$ cat src/rtl/dog_pkg.sv
// Shared types, encodings and constants for the dog sprite animation controller.
package dog_pkg;

  localparam int unsigned COORD_W = 10;
  localparam int unsigned SIZE_W  = 7;
  localparam int unsigned ADDR_W  = 14;
  localparam int unsigned FRAME_W = 5;
  localparam int unsigned PIX_W   = 4;
  localparam int unsigned CMD_W   = 2;
  localparam int unsigned CNT_W   = 5;

  // Default hold times, in frame_tick pulses
  localparam int unsigned DEF_STEP_TICKS     = 8;
  localparam int unsigned DEF_SURPRISE_TICKS = 16;
  localparam int unsigned DEF_JUMP_TICKS     = 8;

  typedef enum logic [2:0] {
    ST_WALK      = 3'd0,
    ST_SNIFF     = 3'd1,
    ST_SURPRISED = 3'd2,
    ST_JUMP1     = 3'd3,
    ST_JUMP2     = 3'd4
  } dog_state_t;

  // Behaviour requests; the reserved code behaves as WALK
  localparam logic [CMD_W-1:0] CMD_WALK  = 2'd0;
  localparam logic [CMD_W-1:0] CMD_SNIFF = 2'd1;
  localparam logic [CMD_W-1:0] CMD_JUMP  = 2'd2;
  localparam logic [CMD_W-1:0] CMD_RSVD  = 2'd3;

  // Frame select codes understood by the dog ROM bank
  localparam logic [FRAME_W-1:0] FR_WALK0    = 5'd0;
  localparam logic [FRAME_W-1:0] FR_WALK1    = 5'd1;
  localparam logic [FRAME_W-1:0] FR_WALK2    = 5'd2;
  localparam logic [FRAME_W-1:0] FR_WALK3    = 5'd3;
  localparam logic [FRAME_W-1:0] FR_SNIFF0   = 5'd4;
  localparam logic [FRAME_W-1:0] FR_SNIFF1   = 5'd5;
  localparam logic [FRAME_W-1:0] FR_SURPRISE = 5'd6;
  localparam logic [FRAME_W-1:0] FR_JUMP1    = 5'd7;
  localparam logic [FRAME_W-1:0] FR_JUMP2    = 5'd8;

  // Raster / sprite position
  typedef struct packed {
    logic [COORD_W-1:0] x;
    logic [COORD_W-1:0] y;
  } coord_t;

  // State a command asks for when it is accepted
  function automatic dog_state_t cmd_to_state(input logic [CMD_W-1:0] cmd);
    dog_state_t st;
    case (cmd)
      CMD_SNIFF: st = ST_SNIFF;
      CMD_JUMP:  st = ST_SURPRISED;
      default:   st = ST_WALK;
    endcase
    return st;
  endfunction

  // First frame shown when a state is entered
  function automatic logic [FRAME_W-1:0] entry_frame(input dog_state_t st);
    logic [FRAME_W-1:0] f;
    case (st)
      ST_SNIFF:     f = FR_SNIFF0;
      ST_SURPRISED: f = FR_SURPRISE;
      ST_JUMP1:     f = FR_JUMP1;
      ST_JUMP2:     f = FR_JUMP2;
      default:      f = FR_WALK0;
    endcase
    return f;
  endfunction

endpackage

$ cat src/rtl/dog_addr_gen.sv
// Combinational sprite hit test and ROM address generation for the dog sprite.
module dog_addr_gen
  import dog_pkg::*;
(
  input  coord_t              draw,
  input  coord_t              dog,
  input  logic [SIZE_W-1:0]   size_x,
  input  logic [SIZE_W-1:0]   size_y,
  output logic                in_sprite_c,
  output logic [ADDR_W-1:0]   addr_c
);

  logic [COORD_W-1:0] rel_x;
  logic [COORD_W-1:0] rel_y;
  logic               x_hit;
  logic               y_hit;

  // Offsets inside the sprite; the >= guards stop a wrapped subtraction from hitting
  always_comb begin
    rel_x       = draw.x - dog.x;
    rel_y       = draw.y - dog.y;
    x_hit       = (draw.x >= dog.x) && (rel_x < COORD_W'(size_x));
    y_hit       = (draw.y >= dog.y) && (rel_y < COORD_W'(size_y));
    in_sprite_c = x_hit && y_hit;
    addr_c      = '0;
    // Inside the sprite both offsets are below 128, so the row-major address fits 14 bits
    if (in_sprite_c) begin
      addr_c = ADDR_W'(rel_y[SIZE_W-1:0]) * ADDR_W'(size_x) + ADDR_W'(rel_x[SIZE_W-1:0]);
    end
  end

endmodule

$ cat src/rtl/dog_anim_ctrl.sv
// Dog sprite animation controller: behaviour FSM paced by frame_tick plus the
// pixel path that turns raster position and ROM data into a palette index.
module dog_anim_ctrl
  import dog_pkg::*;
#(
  parameter int unsigned STEP_TICKS     = DEF_STEP_TICKS,
  parameter int unsigned SURPRISE_TICKS = DEF_SURPRISE_TICKS,
  parameter int unsigned JUMP_TICKS     = DEF_JUMP_TICKS
) (
  input  logic                clock,
  input  logic                reset,
  input  logic                frame_tick,
  input  logic [CMD_W-1:0]    cmd,
  input  logic [COORD_W-1:0]  draw_x,
  input  logic [COORD_W-1:0]  draw_y,
  input  logic [COORD_W-1:0]  dog_x,
  input  logic [COORD_W-1:0]  dog_y,
  input  logic [SIZE_W-1:0]   dog_size_x,
  input  logic [SIZE_W-1:0]   dog_size_y,
  input  logic [PIX_W-1:0]    q,
  output logic [FRAME_W-1:0]  frame,
  output logic [ADDR_W-1:0]   address,
  output logic [PIX_W-1:0]    pixel_idx,
  output logic                pixel_valid,
  output logic                busy
);

  dog_state_t          state;
  dog_state_t          state_next;
  dog_state_t          cmd_state;
  logic [CNT_W-1:0]    cnt;
  logic [CNT_W-1:0]    cnt_next;
  logic [FRAME_W-1:0]  frame_next;
  logic [FRAME_W-1:0]  walk_adv;
  logic [FRAME_W-1:0]  sniff_adv;
  logic                step_end;
  logic                surprise_end;
  logic                jump_end;
  coord_t              draw_pos;
  coord_t              dog_pos;
  logic                in_sprite_c;
  logic                in_sprite_d;

  // Decoded request and end-of-hold flags for the current tick count
  assign cmd_state    = cmd_to_state(cmd);
  assign step_end     = (cnt == CNT_W'(STEP_TICKS - 1));
  assign surprise_end = (cnt == CNT_W'(SURPRISE_TICKS - 1));
  assign jump_end     = (cnt == CNT_W'(JUMP_TICKS - 1));
  assign walk_adv     = (frame == FR_WALK3) ? FR_WALK0 : frame + FRAME_W'(1);
  assign sniff_adv    = (frame == FR_SNIFF0) ? FR_SNIFF1 : FR_SNIFF0;

  // State, tick counter and frame register; reset wins over any tick
  always_ff @(posedge clock) begin
    if (reset) begin
      state <= ST_WALK;
      cnt   <= '0;
      frame <= FR_WALK0;
    end else begin
      state <= state_next;
      cnt   <= cnt_next;
      frame <= frame_next;
    end
  end

  // Next-state logic; nothing moves between ticks so a video frame keeps one pose
  always_comb begin
    state_next = state;
    cnt_next   = cnt;
    frame_next = frame;
    if (frame_tick) begin
      case (state)
        ST_WALK, ST_SNIFF: begin
          if (cmd_state != state) begin
            state_next = cmd_state;
            cnt_next   = '0;
            frame_next = entry_frame(cmd_state);
          end else if (step_end) begin
            cnt_next   = '0;
            frame_next = (state == ST_WALK) ? walk_adv : sniff_adv;
          end else begin
            cnt_next = cnt + CNT_W'(1);
          end
        end
        ST_SURPRISED: begin
          if (surprise_end) begin
            state_next = ST_JUMP1;
            cnt_next   = '0;
            frame_next = FR_JUMP1;
          end else begin
            cnt_next = cnt + CNT_W'(1);
          end
        end
        ST_JUMP1: begin
          if (jump_end) begin
            state_next = ST_JUMP2;
            cnt_next   = '0;
            frame_next = FR_JUMP2;
          end else begin
            cnt_next = cnt + CNT_W'(1);
          end
        end
        ST_JUMP2: begin
          if (jump_end) begin
            state_next = ST_WALK;
            cnt_next   = '0;
            frame_next = FR_WALK0;
          end else begin
            cnt_next = cnt + CNT_W'(1);
          end
        end
        default: begin
          state_next = ST_WALK;
          cnt_next   = '0;
          frame_next = FR_WALK0;
        end
      endcase
    end
  end

  // FSM outputs: the jump sequence locks out new commands
  always_comb begin
    busy = 1'b0;
    case (state)
      ST_SURPRISED, ST_JUMP1, ST_JUMP2: busy = 1'b1;
      default:                          busy = 1'b0;
    endcase
  end

  // Sprite hit test and ROM address for the current raster pixel
  assign draw_pos.x = draw_x;
  assign draw_pos.y = draw_y;
  assign dog_pos.x  = dog_x;
  assign dog_pos.y  = dog_y;

  dog_addr_gen u_addr_gen (
    .draw        (draw_pos),
    .dog         (dog_pos),
    .size_x      (dog_size_x),
    .size_y      (dog_size_y),
    .in_sprite_c (in_sprite_c),
    .addr_c      (address)
  );

  // Delay the hit flag one clock so it lines up with the ROM data
  always_ff @(posedge clock) begin
    if (reset) begin
      in_sprite_d <= 1'b0;
    end else begin
      in_sprite_d <= in_sprite_c;
    end
  end

  // Palette index: index 0 is transparent, outside the sprite is forced transparent
  always_comb begin
    pixel_valid = in_sprite_d && (q != '0);
    pixel_idx   = pixel_valid ? q : '0;
  end

endmodule

$ cat config.mk
export PLATFORM = sky130hd
export DESIGN_NAME = dog_anim_ctrl
export DESIGN_NICKNAME = d
export VERILOG_FILES = /design/src/rtl/dog_pkg.sv /design/src/rtl/dog_addr_gen.sv /design/src/rtl/dog_anim_ctrl.sv
export SDC_FILE = /design/constraint.sdc
export NUM_CORES = 1
export LEC_CHECK = 0
export ABC_AREA = 0
export CAP_MARGIN = 0
export CORE_UTILIZATION = 49
export CTS_CLUSTER_SIZE = 14
export DETAILED_ROUTE_END_ITERATION = 6
export GPL_ROUTABILITY_DRIVEN = 0
export PLACE_DENSITY_LB_ADDON = 0.15
export SLEW_MARGIN = 20
export SYNTH_ARGS = -nofsm -noshare
export SYNTH_HDL_FRONTEND = slang
export SYNTH_HIERARCHICAL = 1
export SYNTH_SLANG_ARGS = --single-unit
$ cat constraint.sdc
create_clock -name clock -period 7.3 [get_ports clock]
set_clock_uncertainty 0.2 [all_clocks]
set_input_delay 0.73 -clock clock [delete_from_list [all_inputs] [get_ports clock]]
set_output_delay 0.73 -clock clock [all_outputs]
set_load 0.005 [all_outputs]
Word level (Yosys, flattened, before mapping)
Index checks and enable logic that the tools add are counted.
- ROM bits: 0
- output and inout bits: 25
- bits of input ports: 63
- word-level logic and storage cells: 68
- bits in registers: 14
- memories: 0
- RAM bits: 0
- latch bits: 0
- multiplexer cells: 23
- equality and inequality tests: 20
- magnitude comparators: 4
- div/mod/pow operators: 0
- $mul: 1
- add/sub/neg operators: 5
- reduce and logical (&&, ||, !) cells: 11
- bitwise operators: 0
- shift operators: 0
- operators by type and width (operator ; number):
    $mux W5 ; 10
    $ge A10 B10 Y1 ; 2
    $lt A10 B7 Y1 ; 2
    $pmux W5 S4 ; 1
    $sub A10 B10 Y10 ; 2
    $pmux W4 S4 ; 1
    $pmux W5 S3 ; 1
    $add A14 B7 Y14 ; 1
    $mul A7 B7 Y14 ; 1
    $mux W14 ; 1
    $eq A3 B2 Y1 const B ; 4
    $mux W3 ; 4
    $pmux W3 S4 ; 1
    $add A5 B1 Y5 const B ; 2
    $eq A5 B3 Y1 const B ; 2
    $reduce_and A5 Y1 ; 2
    $ne A2 B2 Y1 const B ; 4
    $eq A3 B1 Y1 const B ; 2
    $eq A3 B3 Y1 const B ; 2
    $eq A5 B2 Y1 const B ; 1
    $eq A5 B4 Y1 const B ; 1
    $logic_and A1 B1 Y1 ; 4
    $mux W4 ; 1
    $pmux W2 S2 ; 1
    9 further kinds ; 11

Longest topological paths before layout
- word-level depth: 6
- depth in mapped cells: 23

Modules after synthesis
Netlist, hierarchy kept.
- by module, submodules not included (module ; seq. area each (um2) ; cells each ; area an instance (um2) ; times used):
    dog_addr_gen ; 0.0 ; 396 ; 3239.4 ; 1
    dog_anim_ctrl ; 280.3 ; 149 ; 1159.9 ; 1

Least setup slack after synthesis
Ideal clock, no wire load.
- kind: input to output
- start: in draw_y[0]
- end: out address[13]
- setup slack: 444 ps
- data arrival time: 5926 ps
- required time: 6370 ps
- path buffers: 0
- cell stages on the path: 22
- path through: inv_1 > ha_1 > inv_1 > fa_1 > a211o_1 > o2111ai_1 > nand2b_1 > xor2_1 > and2_1 > fa_1 > fa_1 > fa_1 > inv_1 > fa_1 > inv_1 > ha_1 > a2111oi_0 > o211ai_1 > a221oi_1 > o21ai_0 > xnor2_1 > nor4_1
- longest elaborated chain between the ends: 5
- elaborated cells between the ends (all ways): 8
- those cells by class: add/sub: 2; mul: 1; order compare: 2; mux: 1; reduce/logical: 2
- ends and longest elaborated chain (item ; RTL line ; source):
    from (decl) ; dog_anim_ctrl.sv:15 ; input logic [COORD_W-1:0] draw_y,
    branches (longest 4 deep; another with $mul A7 B7 Y14) ; - ;
    $mux W14 (*) ; dog_addr_gen.sv:27 ; if (in_sprite_c) begin
    to (decl) ; dog_anim_ctrl.sv:22 ; output logic [ADDR_W-1:0] address,
Mark *: on every way between the ends.

Final worst setup path
- start: in dog_y[1]
- end: out address[13]
- longest elaborated chain between the ends: 5
- elaborated cells between the ends (all ways): 8
- those cells by class: add/sub: 2; mul: 1; order compare: 2; mux: 1; reduce/logical: 2
- ends and longest elaborated chain (item ; RTL line ; source):
    from (decl) ; dog_anim_ctrl.sv:17 ; input logic [COORD_W-1:0] dog_y,
    branches (longest 4 deep; another with $mul A7 B7 Y14) ; - ;
    $mux W14 (*) ; dog_addr_gen.sv:27 ;
Marks and branches as above.

==> impl_metrics.tcl <==
set metrics [dict create \
    design.die.area_um2 9361 \
    holdPathStages 2 \
    drt_first_pass_iters 4 \
    final_cell_count_no_fill 773 \
    clkTransAtPathRegs_ns 0.05 \
    leakagePower_nw 2.766 \
    dpl.hpwl_um 8428 \
    ys_warn_count 6 \
    whs_ns 0.3084 \
    worst_pin_slew_ns 1.045 \
    grt_start_max_net_pins 25 \
    power.total_mw 1.735 \
    clock-sinks 14 \
    drc 0 \
    status "finished, final reports clean" \
    arrival_ns 6.19 \
    first_global_vias 4006 \
    clock.fmax_ghz 0.1404 \
    drtIter0Drc 145 \
    cts_tree "built" \
    io_buffers 87 \
    initial_utilization_pct 50.44 \
    slew_violations 0 \
    worst_slack_ns 0.1783 \
    crit-reg2reg-launch "state[0]" \
    place_inst 767 \
    via_per_inst 5.353 \
    synth_edf_count 0 \
    drv_cap 0 \
    p_per_area_nw_per_um2 295.6 \
    ctsHoldBuffers 0 \
    place_ws_ns -0.5726 \
    fin_crit_sh_pct 97.56 \
    cp-start-kind "primary input" \
    num_rows 34 \
    synth_nets 716 \
    worstPathRequired_ns 6.37 \
    place_area_um2 5630 \
    netlist_instances 545 \
    reg2regPathDepth 5 \
    die_height_um 96.75 \
    avgSynthCellArea_um2 8.072 \
    coreArea_um2 8721 \
    fin_setup_tns_ns 0 \
    critical_path.endpoint_type "output pin" \
    numCtsBuffers 3 \
    via_count 4138 \
    antenna_found_initial 0 \
    seq_area_frac_synth_pct 6.371 \
    insertion_delay_ns 0.25 \
    htree_levels 1 \
    synth.distinct_cells 72 \
    syn_area_um2 4399 \
    ys_ff_latch 14 \
    drive_gt1_share_pct 15.94 \
    fill_cells 713 \
    area_growth_pct 33.45 \
    routedWlPerCell_um 13.15 \
    fin_nets 837 \
    max_slew_margin_pct 30.33 \
    clockBufferDepth 2 \
    grt_pass1_wl_um 17470 \
    r2r_slack_ns 5.12 \
    detail-route-antenna-nets 0 \
    path_class "in -> out" \
    synth_ff_type "dfxtp_1" \
    setup_violations 0 \
    overflow 0 \
    fin_area_um2 5871 \
    cts_root_buf "clkbuf_8" \
    ir_worst_vdd_v 0.0002689 \
    hold_viol 0 \
    r2r-end "state[0]" \
    finalCoreUtilization_pct 67.32 \
    hold-path-endpoint "cnt[0]" \
    hold_path.class "reg -> reg" \
    period_needed_ns 7.122 \
    antenna_cells 0 \
    synthArstFlopShare_pct 0 \
    die_w_um 96.75 \
    crit_fanout 4 \
    ios 88 \
    grt_usage_pct 21.70 \
    finalWirelength_um 10170 \
    hp-start "cnt[0]" \
]
==> state kept, by name, summed over array words and instances, names as in the netlist <==
name and count:
cnt 5, frame 5, in_sprite_d 1, state 3
==> how the worst max path moves through the flow <==
| stage | start | end | slack (ns) |
|---|---|---|---|
| global placement | dog_y[0] | address[13] | -0.43 |
| finish | dog_y[1] | address[13] | 0.18 |
| global route | dog_y[1] | address[13] | -0.06 |
| detailed placement | dog_y[0] | address[13] | -0.57 |
| floorplan | draw_y[0] | address[13] | 0.44 |
| CTS | dog_y[0] | address[13] | -0.01 |
==> layout by cell type (no fill, tap or decap), drive strengths merged, types with 5 or more instances in the layout <==
| master | count |
|---|---|
| xor2 | 16 |
| nor2 | 32 |
| nor4b | 5 |
| clkdlybuf4s50 | 79 |
| xnor2 | 8 |
| a311oi | 5 |
| nand4 | 6 |
| inv | 91 |
| fa | 33 |
| nand2b | 13 |
| nor4 | 12 |
| o31ai | 6 |
| nand2 | 29 |
| nand3 | 7 |
| buf | 44 |
| ha | 75 |
| a21o | 8 |
| and2 | 40 |
| nor3 | 16 |
| dfxtp | 14 |
| nor2b | 13 |
| o21ai | 18 |
| a21oi | 28 |
==> cells in the mapped netlist, drive strengths merged, types with 5 or more instances <==
library cell	n	area (um^2)
inv	91	341.6
xor2	16	140.1
nor4b	5	43.79
buf	9	60.06
a311oi	5	43.79
nor2	32	125.1
dfxtp	14	280.3
nand3	7	35.03
xnor2	8	70.07
nor2b	13	88.83
nand2b	13	81.33
nand2	29	108.9
ha	75	938.4
nor4	12	140.1
a21o	8	61.31
nand4	6	37.54
and2	40	250.2
fa	33	660.6
a21oi	28	155.2
o21ai	18	90.08
o31ai	6	50.05
nor3	16	96.35
==> final cells by class <==
| class | instances | area, um^2 | area share (%) |
|---|---|---|---|
| Inverter | 91 | 341.6 | 5.818 |
| Clock buffer | 4 | 55.05 | 0.9378 |
| Multi-Input combinational cell | 427 | 3875 | 66.01 |
| Tap cell | 108 | 135.1 | 2.302 |
| Sequential cell | 14 | 280.3 | 4.774 |
| Timing Repair Buffer | 129 | 1184 | 20.16 |
==> power by group <==
| group | switching [mW] | total, mW | internal (mW) |
|---|---|---|---|
| logic | 0.821 | 1.57 | 0.750 |
| clock network | 0.0301 | 0.0779 | 0.0478 |
| registers | 0.00660 | 0.0860 | 0.0794 |
==> critical path, stage by stage <==
cell,delay (ns)
clkdlybuf4s50_1,0.47
inv_2,0.06
ha_4,0.21
nor2b_4,0.13
o31ai_2,0.27
nand2_1,0.10
a21oi_2,0.18
xnor2_2,0.18
and2_4,0.19
fa_1,0.43
fa_1,0.49
fa_1,0.53
inv_2,0.04
fa_2,0.52
inv_2,0.05
ha_4,0.16
a2111oi_4,0.28
o211ai_1,0.16
a221oi_2,0.30
o21ai_1,0.11
xnor2_1,0.16
nor4_2,0.28
buf_2,0.17
==> layer usage <==
metal  global-route usage [%]  vias up  routed length (um)
met4                    2.067        0                  85
met3                    2.890       10                 417
met1                    29.52     1906                4811
met2                    37.92      109                4851
met5                        0        -                   0
li1                         -     2113                   -
==> repair_timing <==
| item | in CTS | in global routing |
|---|---|---|
| buffers inserted | 0 | 2 |
| pin swaps | 5 | 21 |
| gates resized for setup | 21 | 33 |
| setup endpoints to repair | 4 | 7 |
==> logic make-up (layout without fill, tap and decap cells) <==
family / count (synthesis) / after routing / synth area share [%]
and+or+nand+nor: 188 / 188 / 25.31
adders and majority gates: 108 / 108 / 36.35
buffers and inverters: 104 / 224 / 9.471
AOI/OAI and AO/OA: 103 / 103 / 16.78
xor gates and xnor gates: 24 / 24 / 4.778
DFF: 14 / 14 / 6.371
muxes: 4 / 4 / 0.9386
(Power assumes the default switching activity.)
==> patch (config.mk and constraints unchanged) <==
Set the package constant `ADDR_W` to 15 (it was 14).
--- a/src/rtl/dog_pkg.sv
+++ b/src/rtl/dog_pkg.sv
@@ -4,5 +4,5 @@
   localparam int unsigned COORD_W = 10;
   localparam int unsigned SIZE_W  = 7;
-  localparam int unsigned ADDR_W  = 14;
+  localparam int unsigned ADDR_W  = 15;
   localparam int unsigned FRAME_W = 5;
   localparam int unsigned PIX_W   = 4;
Interface: changed (resized address); port bits go from 88 to 89. No check against the original RTL was run, so the function may have changed too.
==> patch against the unedited design <==
- synthesized cell count down 2.0%
- cell area down 3.3%
- worst hold slack lost 15 ps
- wire length grew 1.1%
- sequential cell count is the same
- power shrank 6.4%
- highest routed layer unchanged
- register-to-register slack about the same
- global-route usage up 1.5 points
- worst setup slack got worse by 76 ps
- area after synthesis down 2.2%
==> patch: results (changes against the unedited design) <==
finalWirelength_um: 10300  # +1.1%
wire_per_inst_um: 13.6  # +3.5%
synth_common_cells: "inv_1, ha_1, and2_1"
post-place-ws_ps: -305  # +268 ps
cp_max_fo: 5  # +1
seq_area_frac_synth_pct: 6.52  # +0.14 points
met3_usage_pct: 3.32  # +0.43 points
arrival_ps: 6270  # +80 ps
synth_nets: 709  # -0.98%
place_inst: 749  # -2.3%
reg_top3: "cnt x5, frame x5, state x3"
nFillCells: 708  # -0.70%
port_buffers: 88  # +1.1%
grt_pass1_vias: 3973  # -0.82%
status: "complete, no violations"
viasPerCell: 5.35  # about the same
synthTopCellsByArea: "ha_1, fa_1, inv_1, dfxtp_1, and2_1"
ys_types: 65  # -9.7%
synthCells: 534  # -2.0%
met2_usage_pct: 42.4  # +4.5 points
met1_usage_pct: 30.2  # +0.71 points
dp_hpwl_um: 8650  # +2.6%
grt_pass1_wl_um: 17200  # -1.6%
r2r-start: "state[0]"
drive_gt1_share_pct: 13.1  # -2.9 points
p_leak_nw: 2.78  # +0.39%
worst_slew_pin_slew_ps: 754  # -291 ps
drtIter0Drc: 123  # -15%
fin_nets: 827  # -1.2%
gr-usage-all-layers_pct: 23.2  # +1.5 points
vdd_drop_max_mv: 0.386  # +44%
[patch: cell count changes after synthesis, sizes merged, moves of 4 or more]
cell / change
nor4b: -5
nor4: -9
nor2: +12
a31oi: +5
and2: -4
a311oi: -4
o21ai: +5
nand2: -9
a21oi: -5
ha: +4
[patch: routing by layer]
metal  routed length (um)  vias up
li1                     -     2030
met1                 4710     1887
met2                 4980      115
met3                  538        6
met4                   48        0
met5                    0        -
[patch: what timing repair did]
item | CTS | global route
buffers inserted | 1 | 2
resized for setup | 12 | 19
hold buffers | 0 | 0
pin swaps | 6 | 13
setup endpoints to repair | 6 | 7
[patch: layout make-up]
| cell class | instances | share of cell area [%] |
|---|---|---|
| multi-input cells | 416 | 65.5 |
| repair buffers | 123 | 20.3 |
| inverters | 94 | 6.21 |
| flip-flops and latches | 14 | 4.94 |
| well taps | 105 | 2.31 |
| clock buffers | 3 | 0.727 |
[patch: cell families (layout without fill, tap and decap cells)]
family / count (synthesis) / in the layout / synth area share [%]
compound gates: 102 / 102 / 17.0
xor+xnor: 21 / 21 / 4.28
fa+ha+maj: 112 / 112 / 38.3
buf+inv: 104 / 220 / 9.57
flops: 14 / 14 / 6.52
mux: 6 / 6 / 1.43
simple gates: 175 / 175 / 22.9
[patch: path summary, 6_finish.rpt]
kind	to	slack (ps)	cells past startpoint
worst min register to register	cnt[0]	290	2
worst max register to register	state[0]	5130	5
worst max-delay path	address[12]	100	24
worst min-delay path	cnt[0]	290	2
[patch: through the flow]
step                instance area (um^2)  TNS (ps)
global route                        5680      -241
finish                              5680         0
detailed placement                  5500     -1140
global placement                    5500      -623
CTS                                 5590         0
floorplan                           4300         0
[patch: power breakdown]
group / internal (mW) / switching [mW] / leakage, nW / total (mW)
Clock: 0.0366 / 0.0299 / 0.0216 / 0.0665
Sequential: 0.0794 / 0.00653 / 0.114 / 0.0859
Combinational: 0.747 / 0.725 / 2.64 / 1.47
Total: 0.863 / 0.761 / 2.78 / 1.62
[patch: critical path, stage by stage]
cell	delay [ps]
clkdlybuf4s50_1	450
inv_1	60
ha_1	270
nor2b_2	160
o21a_1	160
nor2_1	110
xnor2_1	100
buf_4	170
and2_1	170
fa_1	410
fa_1	530
inv_1	60
fa_1	480
fa_1	540
inv_1	40
ha_2	220
a211oi_4	260
o21bai_2	110
o21ai_2	210
o221ai_2	140
buf_4	150
xnor2_1	120
nor2_2	70
clkdlybuf4s50_1	500
